<file path="config.mk">
export PLATFORM = sky130hd
export DESIGN_NAME = multicycle_sequencer
export DESIGN_NICKNAME = d
export VERILOG_FILES = /design/src/rtl/multicycle_sequencer.sv
export SDC_FILE = /design/constraint.sdc
export NUM_CORES = 1
export LEC_CHECK = 0
export ABC_AREA = 1
export CORE_MARGIN = 10
export CORE_UTILIZATION = 30
export CTS_CLUSTER_DIAMETER = 100
export CTS_CLUSTER_SIZE = 30
export DETAILED_ROUTE_END_ITERATION = 7
export SYNTH_ARGS = -nofsm -noshare
export SYNTH_HDL_FRONTEND = slang
export SYNTH_SLANG_ARGS = --single-unit
</file>
<file path="constraint.sdc">
create_clock -name clk -period 3.2 [get_ports clk]
set_clock_uncertainty 0.2 [all_clocks]
set_input_delay 0.64 -clock clk [delete_from_list [all_inputs] [get_ports clk]]
set_output_delay 0.64 -clock clk [all_outputs]
set_load 0.01 [all_outputs]
</file>
<file path="src/rtl/multicycle_sequencer.sv">
// Multi-cycle RV32I control sequencer: walks FETCH/DECODE/EXECUTE/MEMORY/WRITEBACK,
// issues every datapath timing strobe, counts retired instructions, traps on illegal ops.
module multicycle_sequencer #(
  parameter int CNT_W = 32
) (
  input  logic             clk,
  input  logic             reset,
  input  logic [31:0]      instruction,
  input  logic             alu_equal,
  input  logic             mem_ready,
  output logic             mem_req,
  output logic             mem_we,
  output logic             mem_addr_sel,
  output logic             ir_write,
  output logic             pc_write,
  output logic             pc_src,
  output logic             reg_write,
  output logic [1:0]       wb_sel,
  output logic             trap,
  output logic [2:0]       state,
  output logic [CNT_W-1:0] instret
);

  typedef enum logic [2:0] {
    S_FETCH     = 3'd0,
    S_DECODE    = 3'd1,
    S_EXECUTE   = 3'd2,
    S_MEMORY    = 3'd3,
    S_WRITEBACK = 3'd4,
    S_TRAP      = 3'd7
  } state_t;

  localparam logic [6:0] OPC_LOAD   = 7'b0000011;
  localparam logic [6:0] OPC_STORE  = 7'b0100011;
  localparam logic [6:0] OPC_OP     = 7'b0110011;
  localparam logic [6:0] OPC_OPIMM  = 7'b0010011;
  localparam logic [6:0] OPC_LUI    = 7'b0110111;
  localparam logic [6:0] OPC_BRANCH = 7'b1100011;
  localparam logic [6:0] OPC_JAL    = 7'b1101111;

  localparam logic [1:0] WB_ALU = 2'b00;
  localparam logic [1:0] WB_MEM = 2'b01;
  localparam logic [1:0] WB_PC4 = 2'b10;

  state_t           state_reg, state_next;
  logic [CNT_W-1:0] instret_reg;
  logic [6:0]       opcode;
  logic [2:0]       funct3;
  logic             opcode_legal;
  logic             is_store;
  logic             is_load;
  logic             unused_bits;

  assign opcode      = instruction[6:0];
  assign funct3      = instruction[14:12];
  assign is_store    = (opcode == OPC_STORE);
  assign is_load     = (opcode == OPC_LOAD);
  assign unused_bits = ^{instruction[31:15], instruction[11:7]};

  always_comb begin
    case (opcode)
      OPC_LOAD, OPC_STORE, OPC_OP, OPC_OPIMM,
      OPC_LUI, OPC_BRANCH, OPC_JAL: opcode_legal = 1'b1;
      default:                      opcode_legal = 1'b0;
    endcase
  end

  always_ff @(posedge clk or posedge reset) begin
    if (reset) begin
      state_reg <= S_FETCH;
    end else begin
      state_reg <= state_next;
    end
  end

  // Strobes are purely combinational and forced low while reset is held,
  // so an aborted transaction never leaks a request or write.
  always_comb begin
    state_next   = state_reg;
    mem_req      = 1'b0;
    mem_we       = 1'b0;
    mem_addr_sel = 1'b0;
    ir_write     = 1'b0;
    pc_write     = 1'b0;
    pc_src       = 1'b0;
    reg_write    = 1'b0;
    wb_sel       = WB_ALU;
    if (!reset) begin
      case (state_reg)
        S_FETCH: begin
          mem_req = 1'b1;
          if (mem_ready) begin
            ir_write   = 1'b1;
            state_next = S_DECODE;
          end
        end
        S_DECODE: begin
          state_next = opcode_legal ? S_EXECUTE : S_TRAP;
        end
        S_EXECUTE: begin
          case (opcode)
            OPC_BRANCH: begin
              if (funct3 == 3'b000 || funct3 == 3'b001) begin
                pc_write   = 1'b1;
                pc_src     = (funct3 == 3'b000) ? alu_equal : ~alu_equal;
                state_next = S_FETCH;
              end else begin
                state_next = S_TRAP;
              end
            end
            OPC_JAL: begin
              pc_write   = 1'b1;
              pc_src     = 1'b1;
              reg_write  = 1'b1;
              wb_sel     = WB_PC4;
              state_next = S_FETCH;
            end
            OPC_LOAD, OPC_STORE: state_next = S_MEMORY;
            OPC_OP, OPC_OPIMM, OPC_LUI: state_next = S_WRITEBACK;
            default: state_next = S_TRAP;
          endcase
        end
        S_MEMORY: begin
          mem_req      = 1'b1;
          mem_addr_sel = 1'b1;
          mem_we       = is_store;
          if (mem_ready) begin
            if (is_store) begin
              pc_write   = 1'b1;
              state_next = S_FETCH;
            end else begin
              state_next = S_WRITEBACK;
            end
          end
        end
        S_WRITEBACK: begin
          reg_write  = 1'b1;
          wb_sel     = is_load ? WB_MEM : WB_ALU;
          pc_write   = 1'b1;
          state_next = S_FETCH;
        end
        S_TRAP: begin
          state_next = S_TRAP;
        end
        default: begin
          // Unreachable encodings are treated as a fault.
          state_next = S_TRAP;
        end
      endcase
    end
  end

  // pc_write fires exactly once per instruction, so it doubles as the retire pulse.
  always_ff @(posedge clk or posedge reset) begin
    if (reset) begin
      instret_reg <= '0;
    end else if (pc_write) begin
      instret_reg <= instret_reg + CNT_W'(1);
    end
  end

  assign state   = state_reg;
  assign trap    = (state_reg == S_TRAP);
  assign instret = instret_reg;

endmodule

</file>
Word level (Yosys, flattened, before mapping). Cells that the tools add are included.

Logic and storage cells: 63. Register bits: 35.

Bitwise logic cells: 2. Reductions and logical operators: 8. Add/subtract/negate cells: 1. Muxes and demuxes: 35. Equal/unequal tests: 15.

Operators with widths (count): adder 32 x 1 -> 32 bit, second input constant (1); equality test 7 x 6 -> 1 bit, second input constant (3); two-way mux 1 bit (21); two-way mux 3 bit (5); one-hot mux 3 bit (5 select lines) (1); equality test 7 bit, second input constant (2); one-hot mux 3 bit (4 select lines) (1); equality test 7 x 2 -> 1 bit, second input constant (1); equality test 7 x 5 -> 1 bit, second input constant (1); OR reduction 7 bit (1); equality test 3 x 1 -> 1 bit, second input constant (2); equality test 3 x 2 -> 1 bit, second input constant (2); equality test 3 bit, second input constant (2); zero test 3 bit (2); one-hot mux 1 bit (2 select lines) (3); two-way mux 2 bit (2); inequality test 2 bit, second input constant (2); one-hot mux 2 bit (2 select lines) (1); OR reduction 2 bit (2); one-hot mux 1 bit (3 select lines) (1); AND reduction 3 bit (1); OR reduction 3 bit (1); inverter 1 bit (2); logical OR 1 bit (1).

Logic depth before layout (Yosys ltp). Gate-level depths: netlist (run 1).

Depth after elaboration: 6. Mapped depth: 12. Depth with buffers taken out: 12.

Worst setup path after synthesis (run 1). No wires, ideal clock.

Path kind: input-to-output. From: in reset. To: out pc_write. Required time: 2.360 ns. Setup slack: 0.281 ns. Stages on the path: 5. Arrival time: 2.079 ns. Buffers on the path: 2. Path through: clkbuf_1 inv_1 nand2_2 inv_4 buf_4.

Word-level cells in the longest chain between the ends: 1.

Ends and longest elaborated chain: start, declared (RTL line 7) `input logic reset,`; two-way mux 1 bit (RTL line 88) `if (!reset) begin`; end, declared (RTL line 15) `output logic pc_write,`.

No other way between the ends.

Worst setup path in the final report (run 1).
From: in instruction[5]. To: out wb_sel[1].

Word-level cells in the longest chain between the ends: 4.

Ends and longest elaborated chain: start, declared (RTL line 8) `input logic [31:0] instruction,`; equality test 7 bit (RTL line 101) `case (opcode)`; two-way mux 2 bit (RTL line 101); one-hot mux 2 bit (2 select lines) (RTL line 89) `case (state_reg)`; two-way mux 2 bit (RTL line 88); end, declared (RTL line 18) `output logic [1:0] wb_sel,`.

No other way between the ends.

==> flow_summary.ini, run 1 <==
[outcome]
status = finished, final reports clean

[setup_path]
crit_path_top_delay_cell = clkdlybuf4s50_1
crit_fanout = 3
max_stage_delay_ns = 0.54
critPathBufInv = 3
crit_type = in -> out
path_common_cell = clkdlybuf4s50_1
crit_family = buffers and inverters
path_cells = clkdlybuf4s50_1, nand2_2, nor2_4, nand2_1, buf_4, nor2_1, clkdlybuf4s50_1
crit_arrival_ns = 2.20
end_kind = output port
cp-start-kind = input port
required_ns = 2.36

[floorplan]
start_util = 0.313
design.core.area_um2 = 8300
rows = 33
die_w_um = 113
fp.dieH_um = 113
ios = 81
dieArea_um2 = 12800

[timing]
fin_ws_ns = 0.155
rsz0062_at_grt = false
fin_crit_ns = 3.04
slew_violations = 0
max_freq_mhz = 328
slew-limit-headroom = 0.699
finalCritPeriodShare = 0.952
tightest_slew_ns = 0.452
hold_viol_final = 0
setup_viol = 0

[synth]
synthCells = 401
ys_types = 26
seq_area_frac_synth = 0.337
synth_edf_count = 0
async_flop_share = 1.00
synth_ff_type = dfrtp_1
yosysTopAreaCell = dfrtp_1
synth.cell_area_um2 = 2600
synth_nets = 438
synth_warnings = 0
yosys-top-cells-area = dfrtp_1 34%, nand2_1 24%, xor2_1 8.4%, nor2_1 7.2%, inv_1 7.1%
synth_seq_cells = 35
synth_top_area_share = 0.337
syn_area_per_cell_um2 = 6.47

[clock_network]
cts_tree = done
clock_path_buffers = 2
cts.sinks = 35
clkTransAtPathRegs_ns = 0.07
root_buffer = clkbuf_8
clk_latency_ns = 0.29
h-tree-depth = 2
cts-buffers-inserted = 5
postCtsSetupRepairBufs = 0

[cells_and_area]
largest_reg_flops = 32
final_layout_size_suffix_gt1_frac = 0.0849
antennaDiodeCount = 0
syn2layout_area_growth_pct = 32.1
post-route-cell-area_um2 = 3430
layout.nets = 508
fin_util = 0.413

[detailed_routing]
drc_errors = 0
routed_wl_um = 7370
ant_nets = 0
drtIter0Drc = 139
drt_first_pass_iters = 4
vias_per_cell = 4.52
vias = 2604
wl_per_cell_um = 12.8

[placement]
dp_hpwl_um = 5880
placed_area_um2 = 3330
finalWeightedCongestion = 0.872
dp_slack_ns = -0.0818
io_buffers = 58

[global_route]
grt_max_degree = 38
grt.total_usage = 0.117
grt_pass1_vias = 2636
grt_pass1_wl_um = 12700
gr-total-overflow = 0
antenna_found_initial = 0

[power]
finalPower_uw = 845
p_leak_nw = 1.61
power-per-cell-area_nw_per_um2 = 246
peakVddDrop_mv = 0.130

[job]
max-cap-violations = 0

[worst_hold_path]
hp-class = reg -> reg
## layer usage
layer | up-vias | GRT usage | part of all wire
li1 | 1358 | - | -
met3 | 10 | 0.0285 | 0.050
met1 | 1180 | 0.147 | 0.47
met5 | - | 0 | 0
met2 | 56 | 0.194 | 0.47
met4 | 0 | 0.0338 | 0.013
## final cells by class
cell class / count / area [µm²]
Clock buffer: 6 / 82.6
Clock inverter: 1 / 5.00
Fill cell: 900 / 4870
Inverter: 53 / 201
Multi-Input combinational cell: 306 / 1460
Sequential cell: 35 / 876
Tap cell: 105 / 131
Timing Repair Buffer: 70 / 676
## cell usage in the layout (no fill, tap or decap), types with 2 or more instances in the layout
cell             count
clkbuf_8             6
or2_2                2
dlygate4sd2_1        2
dfrtp_1             35
a21oi_1              3
nand3_1              7
o21ai_0              5
nand4_1              4
nor2_1              49
nand2_1            167
nor4_1               2
inv_1               49
nand2_2              2
xnor2_1              5
nor3_1              20
xor2_1              25
nand3_2              4
buf_4               12
clkdlybuf4s50_1     53
nor3_2               2
dlymetal6s2s_1       3
o21ai_2              4
inv_2                3
## cell usage after synthesis (2+ instances only)
master,number
o21ai_2,4
buf_6,4
dfrtp_1,35
xor2_1,25
a21oi_1,3
buf_4,2
or2_2,2
nor3_2,2
xnor2_1,5
inv_1,49
nand2_1,167
o21ai_0,5
nand3_1,7
nor3_1,20
nor4_1,2
nand3_2,4
nand2_2,2
nand4_1,4
inv_2,3
nor2_1,50
## final timing paths
kind,start,to,slack [ns],cells past startpoint
max,instruction[5],wb_sel[1],0.16,7
min,instret[31],instret[31],0.32,2
max reg2reg,instret[0],instret[30],1.01,9
min reg2reg,instret[31],instret[31],0.32,2
max in group asynchronous,reset,instret[10],1.60,3
min in group asynchronous,reset,instret[20],0.88,3
## report_power, final
part / leakage [nW] / total (mW) / switching [mW] / internal, mW
combinational: 1.10 / 0.0658 / 0.0329 / 0.0329
clock: 0.0470 / 0.328 / 0.159 / 0.169
sequential: 0.462 / 0.451 / 0.00576 / 0.445
total: 1.61 / 0.845 / 0.198 / 0.647
## through the flow
stage | instances | setup TNS (ns) | hold WS, ns
after global placement | 569 | -0.109 | 0.297
after CTS | 576 | 0 | 0.320
final | 576 | 0 | 0.317
after detailed placement | 569 | -0.157 | 0.295
after floorplan | 401 | 0 | 0.330
after global routing | 576 | 0 | 0.356
## logic make-up after synthesis
family	count (synthesis)	share of synthesized area
buffers and inverters	60	0.102
AOI/OAI and AO/OA	13	0.0308
xor gates and xnor gates	30	0.101
adders and majority gates	1	0.00482
and+or+nand+nor	262	0.424
DFF	35	0.337
## worst reg2reg max path, cell delays in order (launching register included)
cell and delay, ns:
dfrtp_1 0.45, ha_1 0.32, nand3_2 0.19, nor2_1 0.26
inv_1 0.11, nor2_1 0.21, nand2_1 0.09, xor2_1 0.14
nand2_1 0.06, nand2_1 0.06
## repair_timing
action	CTS	global route
gates resized for setup	3	3
hold buffers	0	0
setup endpoints to repair	2	3
Power figures use the tool's default switching activity.
==> run 2: changes to the inputs <==
Settings changed: CORE_ASPECT_RATIO from default to 0.8.
==> run 2 against run 1 <==
  * Register-to-register slack gained 0.03 ns
  * Critical path depth is the same
  * Wire length is 0.98% lower
  * Via count is 1.8% lower
  * Hold slack better by 0.0013 ns
  * Highest routed layer unchanged
  * Maximum frequency is 0.60% higher
  * First-iteration DRC count shrank 7.2%
  * Clock power grew 26%
  * Largest cell class unchanged
  * Flip-flop and latch count is the same
  * Combinational power fell by 0.9%
  * Design area grew 1.1%
  * Global-route usage grew 0.12 points
==> flow_summary.ini, run 2 (same netlist as run 1, synthesis figures left out) <==
[outcome]
status = finished, final reports clean

[worst_hold_path]
hp-class = reg -> reg
hold_path.startpoint = instret[31]

[floorplan]
start_util = 0.307
die_w_um = 124
dieArea_um2 = 12800
rows = 30
fp.dieH_um = 103
ios = 81
design.core.area_um2 = 8450

[cells_and_area]
antennaDiodeCount = 0
largest_reg_flops = 32
stdcell_count = 584
syn2layout_area_growth_pct = 33.5
layout.nets = 508
fill_cells = 892
final_cell_mix = 167 x nand2_1, 53 x clkdlybuf4s50_1, 50 x nor2_1
layout_commonest_cell = nand2_1
final_layout_size_suffix_gt1_frac = 0.0847

[setup_path]
path_common_cell = clkdlybuf4s50_1
crit_path_top_delay_cell = clkdlybuf4s50_1
reg2reg_slack_ns = 1.04
crit_fanout = 3
critPathBufInv = 3
end_kind = output port
crit_family = buffers and inverters
r2r-start = instret[0]
crit_arrival_ns = 2.19
max_stage_delay_ns = 0.54
required_ns = 2.36
crit_start = instruction[5]
crit_type = in -> out
path_cells = clkdlybuf4s50_1, nand2_2, nor2_4, nand2_1, buf_4, nor2_1, clkdlybuf4s50_1
cp-start-kind = input port

[clock_network]
cts-buffers-inserted = 5
postCtsSetupRepairBufs = 0
clock_path_buffers = 2
clkTransAtPathRegs_ns = 0.08
root_buffer = clkbuf_8
h-tree-depth = 2
cts.sinks = 35
clk_latency_ns = 0.29
cts_tree = done

[power]
peakVddDrop_mv = 0.155
p_switching_uw = 199
p_comb_frac = 0.070
power-per-cell-area_nw_per_um2 = 268
clkPwrFrac = 0.444
p_leak_nw = 1.62
p_seq_frac = 0.485
switching_share = 0.214
internal_power_uw = 730

[detailed_routing]
drc_errors = 0
routed_wl_um = 7300
drtIter0Drc = 129
drt_first_pass_iters = 4
vias_per_cell = 4.38
vias = 2556
wl_per_cell_um = 12.5
ant_nets = 0

[timing]
fin_crit_ns = 3.03
rsz0062_at_grt = false
fin_hold_ws_ns = 0.318
setup_viol = 0
finalCritPeriodShare = 0.946
slew_violations = 0
setup_tns_ns = 0
max_freq_mhz = 330
slew-limit-headroom = 0.703
hold_viol_final = 0
tightest_slew_ns = 0.442

[job]
max-cap-violations = 0

[global_route]
grt.total_usage = 0.118
grt_max_degree = 38
grt_pass1_wl_um = 12200
antenna_found_initial = 0
grt_pass1_vias = 2458
gr-total-overflow = 0

[placement]
dp_hpwl_um = 5810
place_inst = 576
io_buffers = 58
finalWeightedCongestion = 0.856
run 2: changes by cell type in the layout (fill, tap and decap cells not counted), sizes merged:
cell	before	now
bufinv	0	1
run 2: repair_timing:
item                       4_1_cts  5_1_grt
hold buffers                     0        0
gates resized for setup          2        3
setup endpoints to repair        2        3
gates cloned                     0        0
run 2: worst reg2reg max path, stage by stage (launching register included):
cell and delay [ns]:
dfrtp_1 0.47, ha_1 0.31, nand3_2 0.18, nor2_1 0.21, inv_1 0.10, nor3_1 0.33, xor2_1 0.18, nand2_1 0.07
nand2_1 0.06
run 2: layout make-up:
type	instances	area, µm²	area share
clock buffers	6	82.6	0.0238
inverters	53	201	0.0581
flip-flops and latches	35	876	0.253
multi-input cells	306	1460	0.420
well taps	112	140	0.0404
clock inverters	2	35.0	0.0101
repair buffers	70	676	0.195
run 2: worst paths after layout:
path                          endpoint  cells after the start
min in group asynchronous  instret[29]                      3
hold / removal             instret[31]                      2
setup reg to reg           instret[22]                      8
max in group asynchronous   instret[8]                      3
hold reg to reg            instret[31]                      2
setup / recovery             wb_sel[1]                      7
run 2: metal layers:
layer	GRT usage	part of all wire	vias up
met4	0.0247	0.0041	0
met1	0.168	0.52	1143
li1	-	-	1353
met3	0.0331	0.062	5
met2	0.174	0.42	55
met5	0	0	-
run 2: power by group through the flow:
stage                     registers, mW  logic (mW)  clock network, mW
after floorplan                   0.460      0.0283                  0
after global placement            0.460      0.0654                  0
after global routing              0.451      0.0735              0.444
final                             0.451      0.0652              0.413
after CTS                         0.451      0.0667              0.426
after detailed placement          0.460      0.0665                  0
run 2: per-stage QoR:
step                cell area [µm²]   util  power (mW)  worst slack [ns]
global placement               3340  0.396       0.525           -0.0581
detailed placement             3340  0.396       0.526           -0.0526
global route                   3470  0.410       0.969            0.0489
CTS                            3460  0.409       0.944            0.0366
floorplan                      2600      -       0.488             0.281
finish                         3470  0.410       0.929             0.173
==> run 3: changes to the inputs <==
Settings changed: CORE_ASPECT_RATIO 0.8 to 0.9.
==> run 3 against run 2 <==
  * Sequential share of layout area fell by 0.055 points
  * Setup slack got worse by 0.059 ns
  * Register-to-register slack improved by 0.02 ns
  * Cell count rose by 1.4%
  * Utilization fell by 0.12 points
  * Combinational power rose by 2%
  * Via count rose by 2.1%
  * Clock power fell by 13%
  * Sequential power barely moved
  * Global-route usage rose by 0.15 points
  * Largest power group unchanged
==> flow_summary.ini, run 3 (same netlist as run 1, synthesis figures left out) <==
[cells_and_area]
final_cell_mix = 167 x nand2_1, 53 x clkdlybuf4s50_1, 49 x inv_1, 49 x nor2_1, 35 x dfrtp_1
syn2layout_area_growth_pct = 33.8
final_layout_size_suffix_gt1_frac = 0.0888
fin_util = 0.409
layout.nets = 509
layout_commonest_cell = nand2_1
antennaDiodeCount = 0
fill_cells = 936
largest_reg_flops = 32

[clock_network]
clkTransAtPathRegs_ns = 0.07
cts.sinks = 35
postCtsSetupRepairBufs = 0
clk_latency_ns = 0.29
cts_hold_buf = 0
clock_path_buffers = 2
cts-buffers-inserted = 5
root_buffer = clkbuf_8
cts_tree = done
h-tree-depth = 2

[setup_path]
path_cells = clkdlybuf4s50_1, nand2_2, nor2_4, nand2_1, buf_4, nor2_1, clkdlybuf4s50_1
ff2ff_path_depth = 9
crit_path_top_delay_cell = clkdlybuf4s50_1
r2r-start = instret[0]
path_common_cell = clkdlybuf4s50_1
cp-start-kind = input port
reg2reg_slack_ns = 1.06
max_stage_delay_ns = 0.55
crit_type = in -> out
r2r-end = instret[30]
end_kind = output port
required_ns = 2.36
crit_fanout = 3
crit_arrival_ns = 2.25

[floorplan]
dieArea_um2 = 12800
start_util = 0.306
design.core.area_um2 = 8490
rows = 32
die_w_um = 118
ios = 81
fp.dieH_um = 108

[global_route]
gr-total-overflow = 0
antenna_found_initial = 0
grt.met3_usage = 0.0292
grt_util_met2 = 0.191
grt_pass1_vias = 2560
grt_max_degree = 38
grt_pass1_wl_um = 12900
grt_use_met1 = 0.157
grt.busiest_layer = met2
grt.total_usage = 0.120

[power]
p_comb_frac = 0.076
power-per-cell-area_nw_per_um2 = 252
clkPwrFrac = 0.410
p_leak_nw = 1.62
internal_power_uw = 675
p_switching_uw = 201
finalPower_uw = 876
peakVddDrop_mv = 0.131
p_seq_frac = 0.515
switching_share = 0.230

[timing]
slew_violations = 0
hold_viol_final = 0
fin_crit_ns = 3.09
rsz0062_at_grt = false
setup_tns_ns = 0
max_freq_mhz = 324
finalCritPeriodShare = 0.964
fin_hold_ws_ns = 0.318
tightest_slew_ns = 0.447
setup_viol = 0
slew-limit-headroom = 0.700

[detailed_routing]
drtIter0Drc = 143
ant_nets = 0
routed_wl_um = 7430
wl_per_cell_um = 12.5
vias_per_cell = 4.41
drc_errors = 0
vias = 2609
drt_first_pass_iters = 4

[outcome]
status = finished, final reports clean

[worst_hold_path]
min_path_cells = 2
hp-class = reg -> reg
hold_path.startpoint = instret[30]
min_to = instret[30]

[placement]
finalWeightedCongestion = 0.903
dp_hpwl_um = 6010
io_buffers = 58

[job]
max-cap-violations = 0
==> run 3: what timing repair did <==
action | 4_1_cts | 5_1_grt
gates resized for setup | 3 | 4
setup endpoints to repair | 2 | 3
endpoints found under the hold margin | 0 | 0
cloned | 0 | 0
==> run 3: worst max-delay path, delay by kind of cell <==
kind | cells | cell delay (ns)
and+or+nand+nor | 4 | 0.39
buffers and inverters | 3 | 1.22
==> run 3: routing by layer <==
layer	part of all wire	wire, µm
met1	0.47	3520
met4	0.018	131
met3	0.055	408
met5	0	0
met2	0.45	3370
==> run 3: how the worst max path moves through the flow <==
stage | start | endpoint | slack, ns | depth (start not counted)
final | instruction[5] | wb_sel[1] | 0.11 | 7
after global routing | instruction[2] | wb_sel[1] | 0.04 | 7
after global placement | instruction[3] | pc_src | -0.07 | 10
after CTS | instruction[2] | mem_we | 0.05 | 6
after floorplan | reset | pc_write | 0.28 | 5
after detailed placement | instruction[2] | pc_src | -0.09 | 10
==> run 3: area by class of cell <==
type	count	area, µm²	share of cell area
Multi-Input combinational cell	306	1460	0.421
Sequential cell	35	876	0.252
Timing Repair Buffer	71	683	0.197
Inverter	53	201	0.0580
Tap cell	119	149	0.0429
Clock buffer	8	100	0.0288
==> run 3: through the flow <==
stage | setup WS [ns] | std cells | cell area, µm²
2_1_floorplan | 0.281 | 401 | 2600
3_3_place_gp | -0.0704 | 584 | 3360
3_5_place_dp | -0.0875 | 584 | 3360
4_1_cts | 0.0491 | 592 | 3460
5_1_grt | 0.0351 | 592 | 3470
6_report | 0.114 | 592 | 3470
==> run 3: power groups by stage <==
| stage | combinational (mW) | clock, mW | sequential (mW) |
|---|---|---|---|
| after floorplan | 0.0283 | 0 | 0.460 |
| after global placement | 0.0657 | 0 | 0.459 |
| after detailed placement | 0.0671 | 0 | 0.459 |
| after CTS | 0.0674 | 0.367 | 0.451 |
| after global routing | 0.0743 | 0.383 | 0.451 |
| final | 0.0662 | 0.359 | 0.451 |
